$ cat src/rtl/lstm_pkg.sv
// ============================================================================
// Module      : lstm_pkg
// Description : Shared Q-format helpers, gate indices and FSM encoding for the LSTM cell
// Revision    : 1.0
// ============================================================================
`default_nettype none

package lstm_pkg;

   localparam int Q_FRACT = 8;
   localparam int ONE     = 1 << Q_FRACT;
   localparam int HALF    = ONE / 2;

   localparam int G_F     = 0;
   localparam int G_I     = 1;
   localparam int G_C     = 2;
   localparam int G_O     = 3;
   localparam int N_GATES = 4;

   typedef enum logic [2:0] {
      S_IDLE = 3'd0,
      S_MAC  = 3'd1,
      S_ACT  = 3'd2,
      S_CELL = 3'd3,
      S_HOUT = 3'd4,
      S_OUT  = 3'd5
   } state_t;

   function automatic int q_one(input int f);
      return 1 << f;
   endfunction

   // Clamp a wide signed value into a dw-bit signed range; caller truncates.
   function automatic logic signed [63:0] sat(input logic signed [63:0] v, input int dw);
      logic signed [63:0] hi;
      logic signed [63:0] lo;
      hi = (64'sd1 <<< (dw - 1)) - 64'sd1;
      lo = -(64'sd1 <<< (dw - 1));
      if (v > hi) return hi;
      if (v < lo) return lo;
      return v;
   endfunction

   function automatic int w_index(input int g, input int k, input int n_in);
      return g * (n_in + 2) + k;
   endfunction

endpackage

`default_nettype wire

$ cat src/rtl/lstm_act.sv
// ============================================================================
// Module      : lstm_act
// Description : Combinational hard sigmoid (tanh_mode=0) / hard tanh (tanh_mode=1)
// Revision    : 1.0
// ============================================================================
`default_nettype none

module lstm_act
   import lstm_pkg::*;
#(
   parameter int DATA_WIDTH  = 16,
   parameter int FRACT_WIDTH = 8
) (
   input  logic signed [DATA_WIDTH-1:0] a_in,
   input  logic                         tanh_mode,
   output logic signed [DATA_WIDTH-1:0] a_out
);

   localparam logic signed [DATA_WIDTH:0] c_one  = (DATA_WIDTH+1)'(q_one(FRACT_WIDTH));
   localparam logic signed [DATA_WIDTH:0] c_mone = -c_one;

   logic signed [DATA_WIDTH:0] w_x;
   logic signed [DATA_WIDTH:0] w_sig;

   always_comb begin
      w_x   = (DATA_WIDTH+1)'(a_in);
      w_sig = (w_x >>> 2) + (c_one >>> 1);
      a_out = a_in;
      if (tanh_mode) begin
         if (w_x > c_one)       a_out = DATA_WIDTH'(c_one);
         else if (w_x < c_mone) a_out = DATA_WIDTH'(c_mone);
      end else begin
         if (w_sig < 0)          a_out = '0;
         else if (w_sig > c_one) a_out = DATA_WIDTH'(c_one);
         else                    a_out = DATA_WIDTH'(w_sig);
      end
   end

endmodule

`default_nettype wire

$ cat src/rtl/lstm_cell_seq.sv
// ============================================================================
// Module      : lstm_cell_seq
// Description : Sequential hidden-size-1 LSTM cell, one shared MAC multiplier over 4 gates
// Revision    : 1.0
// ============================================================================
`default_nettype none

module lstm_cell_seq
   import lstm_pkg::*;
#(
   parameter  int DATA_WIDTH  = 16,
   parameter  int FRACT_WIDTH = 8,
   parameter  int N_IN        = 2,
   localparam int AW          = $clog2(4 * (N_IN + 2))
) (
   input  logic                         clk,
   input  logic                         rst,
   input  logic                         in_valid,
   output logic                         in_ready,
   input  logic [N_IN*DATA_WIDTH-1:0]   in_x,
   input  logic                         in_seq_start,
   input  logic                         w_we,
   input  logic [AW-1:0]                w_addr,
   input  logic [DATA_WIDTH-1:0]        w_data,
   output logic                         out_valid,
   input  logic                         out_ready,
   output logic [DATA_WIDTH-1:0]        c_out,
   output logic [DATA_WIDTH-1:0]        h_out
);

   localparam int DW   = DATA_WIDTH;
   localparam int PW   = 2 * DW;
   localparam int ACCW = 2 * DW + $clog2(N_IN + 2);
   localparam int NW   = 4 * (N_IN + 2);
   localparam int KW   = $clog2(N_IN + 1);

   state_t state_q, state_d;

   logic signed [DW-1:0]   w_q   [NW];
   logic signed [DW-1:0]   w_d   [NW];
   logic signed [DW-1:0]   x_q   [N_IN];
   logic signed [DW-1:0]   x_d   [N_IN];
   logic signed [DW-1:0]   act_q [N_GATES];
   logic signed [DW-1:0]   act_d [N_GATES];
   logic [1:0]             gate_q, gate_d;
   logic [KW-1:0]          k_q, k_d;
   logic signed [ACCW-1:0] acc_q, acc_d;
   logic signed [PW-1:0]   fc_q, fc_d, ig_q, ig_d;
   logic signed [DW-1:0]   c_q, c_d, h_q, h_d;
   logic [DW-1:0]          c_out_q, c_out_d, h_out_q, h_out_d;
   logic                   out_valid_q, out_valid_d;
   // Old contents of a word overwritten on the accept edge, so that timestep still sees it.
   logic                   ovr_valid_q, ovr_valid_d;
   logic [AW-1:0]          ovr_addr_q, ovr_addr_d;
   logic signed [DW-1:0]   ovr_data_q, ovr_data_d;

   logic                   w_accept, w_k_last, w_addr_ok;
   logic [AW-1:0]          w_wt_addr, w_bias_addr;
   logic signed [DW-1:0]   w_wt, w_bias, w_op, w_pre, w_act_in, w_act_out, w_c_new, w_h_new;
   logic signed [PW-1:0]   w_prod, w_oh;
   logic signed [ACCW-1:0] w_acc_sum;
   logic                   w_act_mode;

   assign in_ready  = (state_q == S_IDLE) && rst;
   assign out_valid = out_valid_q;
   assign c_out     = c_out_q;
   assign h_out     = h_out_q;

   assign w_accept    = in_valid && in_ready;
   assign w_addr_ok   = (int'(w_addr) < NW);
   assign w_k_last    = (k_q == KW'(N_IN));
   assign w_wt_addr   = AW'(w_index(int'(gate_q), int'(k_q), N_IN));
   assign w_bias_addr = AW'(w_index(int'(gate_q), N_IN + 1, N_IN));
   assign w_wt   = (ovr_valid_q && ovr_addr_q == w_wt_addr)   ? ovr_data_q : w_q[w_wt_addr];
   assign w_bias = (ovr_valid_q && ovr_addr_q == w_bias_addr) ? ovr_data_q : w_q[w_bias_addr];

   always_comb begin
      w_op = h_q;
      for (int k = 0; k < N_IN; k++) begin
         if (int'(k_q) == k) w_op = x_q[k];
      end
   end

   // MAC step: the first element of each gate restarts from the scaled bias.
   assign w_prod    = PW'(w_wt) * PW'(w_op);
   assign w_acc_sum = ((k_q == '0) ? (ACCW'(w_bias) <<< FRACT_WIDTH) : acc_q) + ACCW'(w_prod);
   assign w_pre     = DW'(sat(64'(w_acc_sum) >>> FRACT_WIDTH, DW));

   assign w_act_in   = (state_q == S_HOUT) ? c_q : w_pre;
   assign w_act_mode = (state_q == S_HOUT) || (gate_q == 2'(G_C));

   lstm_act #(
      .DATA_WIDTH  (DW),
      .FRACT_WIDTH (FRACT_WIDTH)
   ) u_act (
      .a_in      (w_act_in),
      .tanh_mode (w_act_mode),
      .a_out     (w_act_out)
   );

   assign w_c_new = DW'(sat(64'(fc_q >>> FRACT_WIDTH) + 64'(ig_q >>> FRACT_WIDTH), DW));
   assign w_oh    = PW'(act_q[G_O]) * PW'(w_act_out);
   assign w_h_new = DW'(sat(64'(w_oh) >>> FRACT_WIDTH, DW));

   always_ff @(posedge clk) begin
      if (!rst) state_q <= S_IDLE;
      else      state_q <= state_d;
   end

   always_comb begin
      state_d = state_q;
      case (state_q)
         S_IDLE:  if (w_accept) state_d = S_MAC;
         S_MAC:   if (w_k_last && gate_q == 2'(G_O)) state_d = S_ACT;
         S_ACT:   state_d = S_CELL;
         S_CELL:  state_d = S_HOUT;
         S_HOUT:  state_d = S_OUT;
         S_OUT:   if (out_ready) state_d = S_IDLE;
         default: state_d = S_IDLE;
      endcase
   end

   always_comb begin
      w_d         = w_q;
      x_d         = x_q;
      act_d       = act_q;
      gate_d      = gate_q;
      k_d         = k_q;
      acc_d       = acc_q;
      fc_d        = fc_q;
      ig_d        = ig_q;
      c_d         = c_q;
      h_d         = h_q;
      c_out_d     = c_out_q;
      h_out_d     = h_out_q;
      out_valid_d = out_valid_q;
      ovr_valid_d = ovr_valid_q;
      ovr_addr_d  = ovr_addr_q;
      ovr_data_d  = ovr_data_q;
      case (state_q)
         S_IDLE: begin
            if (w_we && w_addr_ok) w_d[w_addr] = w_data;
            if (w_accept) begin
               for (int k = 0; k < N_IN; k++) x_d[k] = in_x[k*DW +: DW];
               gate_d      = '0;
               k_d         = '0;
               ovr_valid_d = w_we && w_addr_ok;
               ovr_addr_d  = w_addr;
               ovr_data_d  = w_q[w_addr];
               if (in_seq_start) begin
                  c_d = '0;
                  h_d = '0;
               end
            end
         end
         S_MAC: begin
            acc_d = w_acc_sum;
            if (w_k_last) begin
               act_d[gate_q] = w_act_out;
               k_d           = '0;
               gate_d        = gate_q + 2'd1;
            end else begin
               k_d = k_q + KW'(1);
            end
         end
         S_ACT: begin
            fc_d = PW'(act_q[G_F]) * PW'(c_q);
            ig_d = PW'(act_q[G_I]) * PW'(act_q[G_C]);
         end
         S_CELL: c_d = w_c_new;
         S_HOUT: begin
            h_d         = w_h_new;
            c_out_d     = c_q;
            h_out_d     = w_h_new;
            out_valid_d = 1'b1;
         end
         S_OUT: begin
            ovr_valid_d = 1'b0;
            if (out_ready) out_valid_d = 1'b0;
         end
         default: ;
      endcase
   end

   always_ff @(posedge clk) begin
      if (!rst) begin
         for (int i = 0; i < NW; i++)      w_q[i]   <= '0;
         for (int i = 0; i < N_IN; i++)    x_q[i]   <= '0;
         for (int i = 0; i < N_GATES; i++) act_q[i] <= '0;
         gate_q      <= '0;
         k_q         <= '0;
         acc_q       <= '0;
         fc_q        <= '0;
         ig_q        <= '0;
         c_q         <= '0;
         h_q         <= '0;
         c_out_q     <= '0;
         h_out_q     <= '0;
         out_valid_q <= 1'b0;
         ovr_valid_q <= 1'b0;
         ovr_addr_q  <= '0;
         ovr_data_q  <= '0;
      end else begin
         w_q         <= w_d;
         x_q         <= x_d;
         act_q       <= act_d;
         gate_q      <= gate_d;
         k_q         <= k_d;
         acc_q       <= acc_d;
         fc_q        <= fc_d;
         ig_q        <= ig_d;
         c_q         <= c_d;
         h_q         <= h_d;
         c_out_q     <= c_out_d;
         h_out_q     <= h_out_d;
         out_valid_q <= out_valid_d;
         ovr_valid_q <= ovr_valid_d;
         ovr_addr_q  <= ovr_addr_d;
         ovr_data_q  <= ovr_data_d;
      end
   end

endmodule

`default_nettype wire

$ cat config.mk
export PLATFORM = sky130hd
export DESIGN_NAME = lstm_cell_seq
export DESIGN_NICKNAME = d
export VERILOG_FILES = /design/src/rtl/lstm_pkg.sv /design/src/rtl/lstm_act.sv /design/src/rtl/lstm_cell_seq.sv
export SDC_FILE = /design/constraint.sdc
export NUM_CORES = 2
export LEC_CHECK = 0
export BUFFER_PORTS_ARGS = -buffer_cell sky130_fd_sc_hd__buf_2
export CAP_MARGIN = 20
export CORE_MARGIN = 3
export CORE_UTILIZATION = 60
export CTS_BUF_LIST = sky130_fd_sc_hd__clkbuf_8 sky130_fd_sc_hd__clkbuf_16
export DETAILED_ROUTE_END_ITERATION = 12
export GPL_ROUTABILITY_DRIVEN = 0
export PLACE_DENSITY = 0.82
export RECOVER_POWER = 100
export SLEW_MARGIN = 20
export SYNTH_ARGS = -nofsm -noshare
export SYNTH_HDL_FRONTEND = slang
export SYNTH_HIERARCHICAL = 1
export SYNTH_SLANG_ARGS = --single-unit
$ cat constraint.sdc
create_clock -name clk -period 15.8 [get_ports clk]
set_clock_uncertainty 0.15 [all_clocks]
set_input_delay 2.37 -clock clk [delete_from_list [all_inputs] [get_ports clk]]
set_output_delay 2.37 -clock clk [all_outputs]
set_load 0.02 [all_outputs]
==> metrics.yaml <==
clock_power_share: 0.404
antenna_found_initial: 6
post-place-ws_ns: -0.604
crit_fanout: 11
ys_types: 104
p_leak_nw: 31.2
grt_usage: 0.349
synthTopCellsByCount: "nand2_1, inv_1, fa_1"
fin_crit_ns: 16.26
synthTopCellsByArea: "fa_1, dfxtp_1, nand2_1, inv_1, ha_1"
hold_path_depth: 2
cts_sinks: 527
tightest_slew_ns: 1.30
worst_slack_ns: -0.455
syn2layout_area_growth_pct: 11.0
start_util: 0.609
cts_buffer_depth: 3
synth.top_cell.area_share: 0.333
seqPwrFrac: 0.385
synth_cells: 7416
vias: 55100
p_int_w: 0.00244
clock_latency_ns: 0.71
grt_pass1_wl_um: 310000
clk_pin_slew_ns: 0.07
die_h_um: 337
startpoint_type: "flop"
swShare: 0.311
syn_nets: 8932
critPathCaptureType: "flop"
htree_num_levels: 2
timing.slew.headroom: 0.132
power.density_nw_per_um2: 48.6
outcome: "finished, violations left"
grt_pass1_vias: 58300
hold_path.class: "reg2reg"
yosysMostFrequentCell: "nand2_1"
ys_ff_latch: 527
combinationalPowerShare: 0.210
hp-start: "c_out[7]"
drv_cap: 0
cp.arrival_ns: 16.73
synth_area_um2: 65600
synth_seq_area_share: 0.161
rr_startpoint: "k_q[0]"
fin_crit_sh: 1.03
setup_violations: 32
final_max_slew_viol_count: 0
dp.cells: 8891
dieWidth_um: 337
synth_edf_count: 0
ys_dominant_reg_cell: "dfxtp_1"
core_um2: 108000
rsz0062_at_grt: "yes"
ios: 92
cts_tree: "built"
dpl.hpwl_um: 144000
final_nets: 9105
violations: "negative setup slack"
critPathMaxStageDelay_ns: 0.61
ys_warn_count: 6
synth.avg_cell_area_um2: 8.85
async_flop_share: 0
hold_viol_final: 0
peakVddDrop_v: 0.0000899
cp.required_ns: 16.28
grt_max_degree: 228
slowest_stage: "fa_2"
reg2reg_slack_ns: -0.46
r2r-end: "h_out[14]"
io_buffers: 91
path_class: "reg2reg"
cts_made_buffers: 57
grt_overflow: 0
fill_cells: 7738
hold_end: "c_out[7]"
drc: 0
final_cells: 9045
rows: 120
ctsHoldBuffers: 0
drt_iter0_drc: 6531
reg2reg_depth: 63
wl_um: 196000
ant_nets: 0
yosysTopAreaCell: "fa_1"
switchingPower_w: 0.00110
die-area_um2: 113000
max_freq_ghz: 0.0615
vias_per_cell: 6.10
wl_per_cell_um: 21.7
cpMostUsedCell: "fa_1"
drive_gt1_frac: 0.135
first_pass_iters: 8
root_buffer: "clkbuf_16"
## layout by cell type (no fill, tap or decap), types with 16 or more instances in the layout
master / Yosys / layout
a21oi_1: 492 / 485
nand2b_1: 68 / 68
nand2_1: 1547 / 1531
xor2_1: 33 / 32
xnor2_1: 101 / 99
buf_4: 10 / 364
buf_12: 0 / 18
inv_2: 2 / 16
inv_1: 1258 / 1244
mux2i_1: 48 / 40
nor2b_1: 41 / 40
mux4_2: 176 / 176
o21a_1: 37 / 35
clkbuf_16: 0 / 59
nor3_1: 38 / 32
and2_1: 323 / 323
dfxtp_1: 527 / 524
o21ai_2: 1 / 21
buf_6: 2 / 25
or3_1: 19 / 19
ha_1: 368 / 359
fa_1: 1090 / 1077
o21ai_0: 130 / 123
a21o_1: 36 / 36
o211ai_1: 22 / 22
buf_2: 11 / 90
nor2_1: 285 / 265
nand3_1: 60 / 55
## state kept, by name, indices dropped and copies added (netlist names), 3 cells and up
name and flops:
act_q 64, w_q 256, state_q 3, fc_q 24, ovr_data_q 16, ovr_addr_q 4, c_q 16, h_q 16
h_out 16, c_out 16, ig_q 24, acc_q 34, x_q 32
## timing repair
| item | CTS | global route |
|---|---|---|
| setup buffers | 18 | 9 |
| setup endpoints to repair | 32 | 32 |
| pin swaps | 14 | 53 |
| gates cloned | 9 | 1 |
| resized for setup | 129 | 65 |
## cells by family (layout without fill, tap and decap cells)
family / count (synthesis) / in the layout / synth area share
AO/OA/AOI/OAI: 925 / 925 / 0.0859
XOR/XNOR: 135 / 135 / 0.0181
adder cells (fa/ha/maj): 1458 / 1458 / 0.403
buffers and inverters: 1656 / 1877 / 0.0958
flip-flops: 527 / 527 / 0.161
multiplexers: 238 / 238 / 0.0702
other: 0 / 5 / 0
AND/OR/NAND/NOR: 2477 / 2477 / 0.166
## worst max-delay path by stage
stage | endpoint | slack [ns] | start | depth (start not counted)
after floorplan | h_out[11] | 0.006 | k_q[0] | 61
after global placement | h_q[14] | -0.17 | k_q[0] | 58
after detailed placement | h_q[14] | -0.60 | k_q[0] | 59
after CTS | h_out[3] | -0.17 | k_q[0] | 59
after global routing | h_out[13] | -0.90 | k_q[0] | 63
final | h_out[14] | -0.46 | k_q[0] | 63
## power by group through the flow
stage / combinational, W / sequential [W] / clock [W]
6_report: 0.000745 / 0.00137 / 0.00143
5_1_grt: 0.000792 / 0.00137 / 0.00148
4_1_cts: 0.000704 / 0.00136 / 0.00143
3_5_place_dp: 0.000663 / 0.00139 / 0
3_3_place_gp: 0.000643 / 0.00139 / 0
2_1_floorplan: 0.000417 / 0.00139 / 0
## metal layers
| metal | part of all wire | track usage | wire, µm | vias up |
|---|---|---|---|---|
| li1 | - | - | - | 23500 |
| met1 | 0.35 | 0.433 | 69400 | 27000 |
| met2 | 0.45 | 0.549 | 88600 | 3671 |
| met3 | 0.13 | 0.103 | 25000 | 961 |
| met4 | 0.068 | 0.198 | 13400 | 4 |
| met5 | 0.00013 | 0 | 25 | - |
## cell type report
class | count | area, µm² | area share
Sequential cell | 527 | 10600 | 0.145
Clock buffer | 68 | 1580 | 0.0217
Inverter | 1260 | 4740 | 0.0651
Timing Repair Buffer | 510 | 4120 | 0.0566
Antenna cell | 5 | 12.5 | 0.000172
Clock inverter | 39 | 420 | 0.00577
Multi-Input combinational cell | 5233 | 49700 | 0.682
Tap cell | 1403 | 1760 | 0.0241
## critical path: cells and delay by family (launching register included)
kind,cells,cell delay (ns)
buf+inv,19,2.43
mux,4,1.86
fa+ha+maj,15,6.72
flops,1,0.39
compound gates,15,3.34
simple gates,10,1.22
## through the flow
stage                     area [µm²]  TNS (ns)  total power [W]   util  hold WS, ns
after floorplan                65900         0          0.00180      -        0.277
after CTS                      72400     -2.93          0.00350  0.672        0.305
after detailed placement       69600    -16.58          0.00206  0.645        0.297
after global placement         69600     -3.96          0.00204  0.645        0.285
after global routing           72800    -26.76          0.00364  0.676        0.329
final                          72800    -12.53          0.00354  0.676        0.301
No activity file was read; power rests on OpenSTA's default activity.
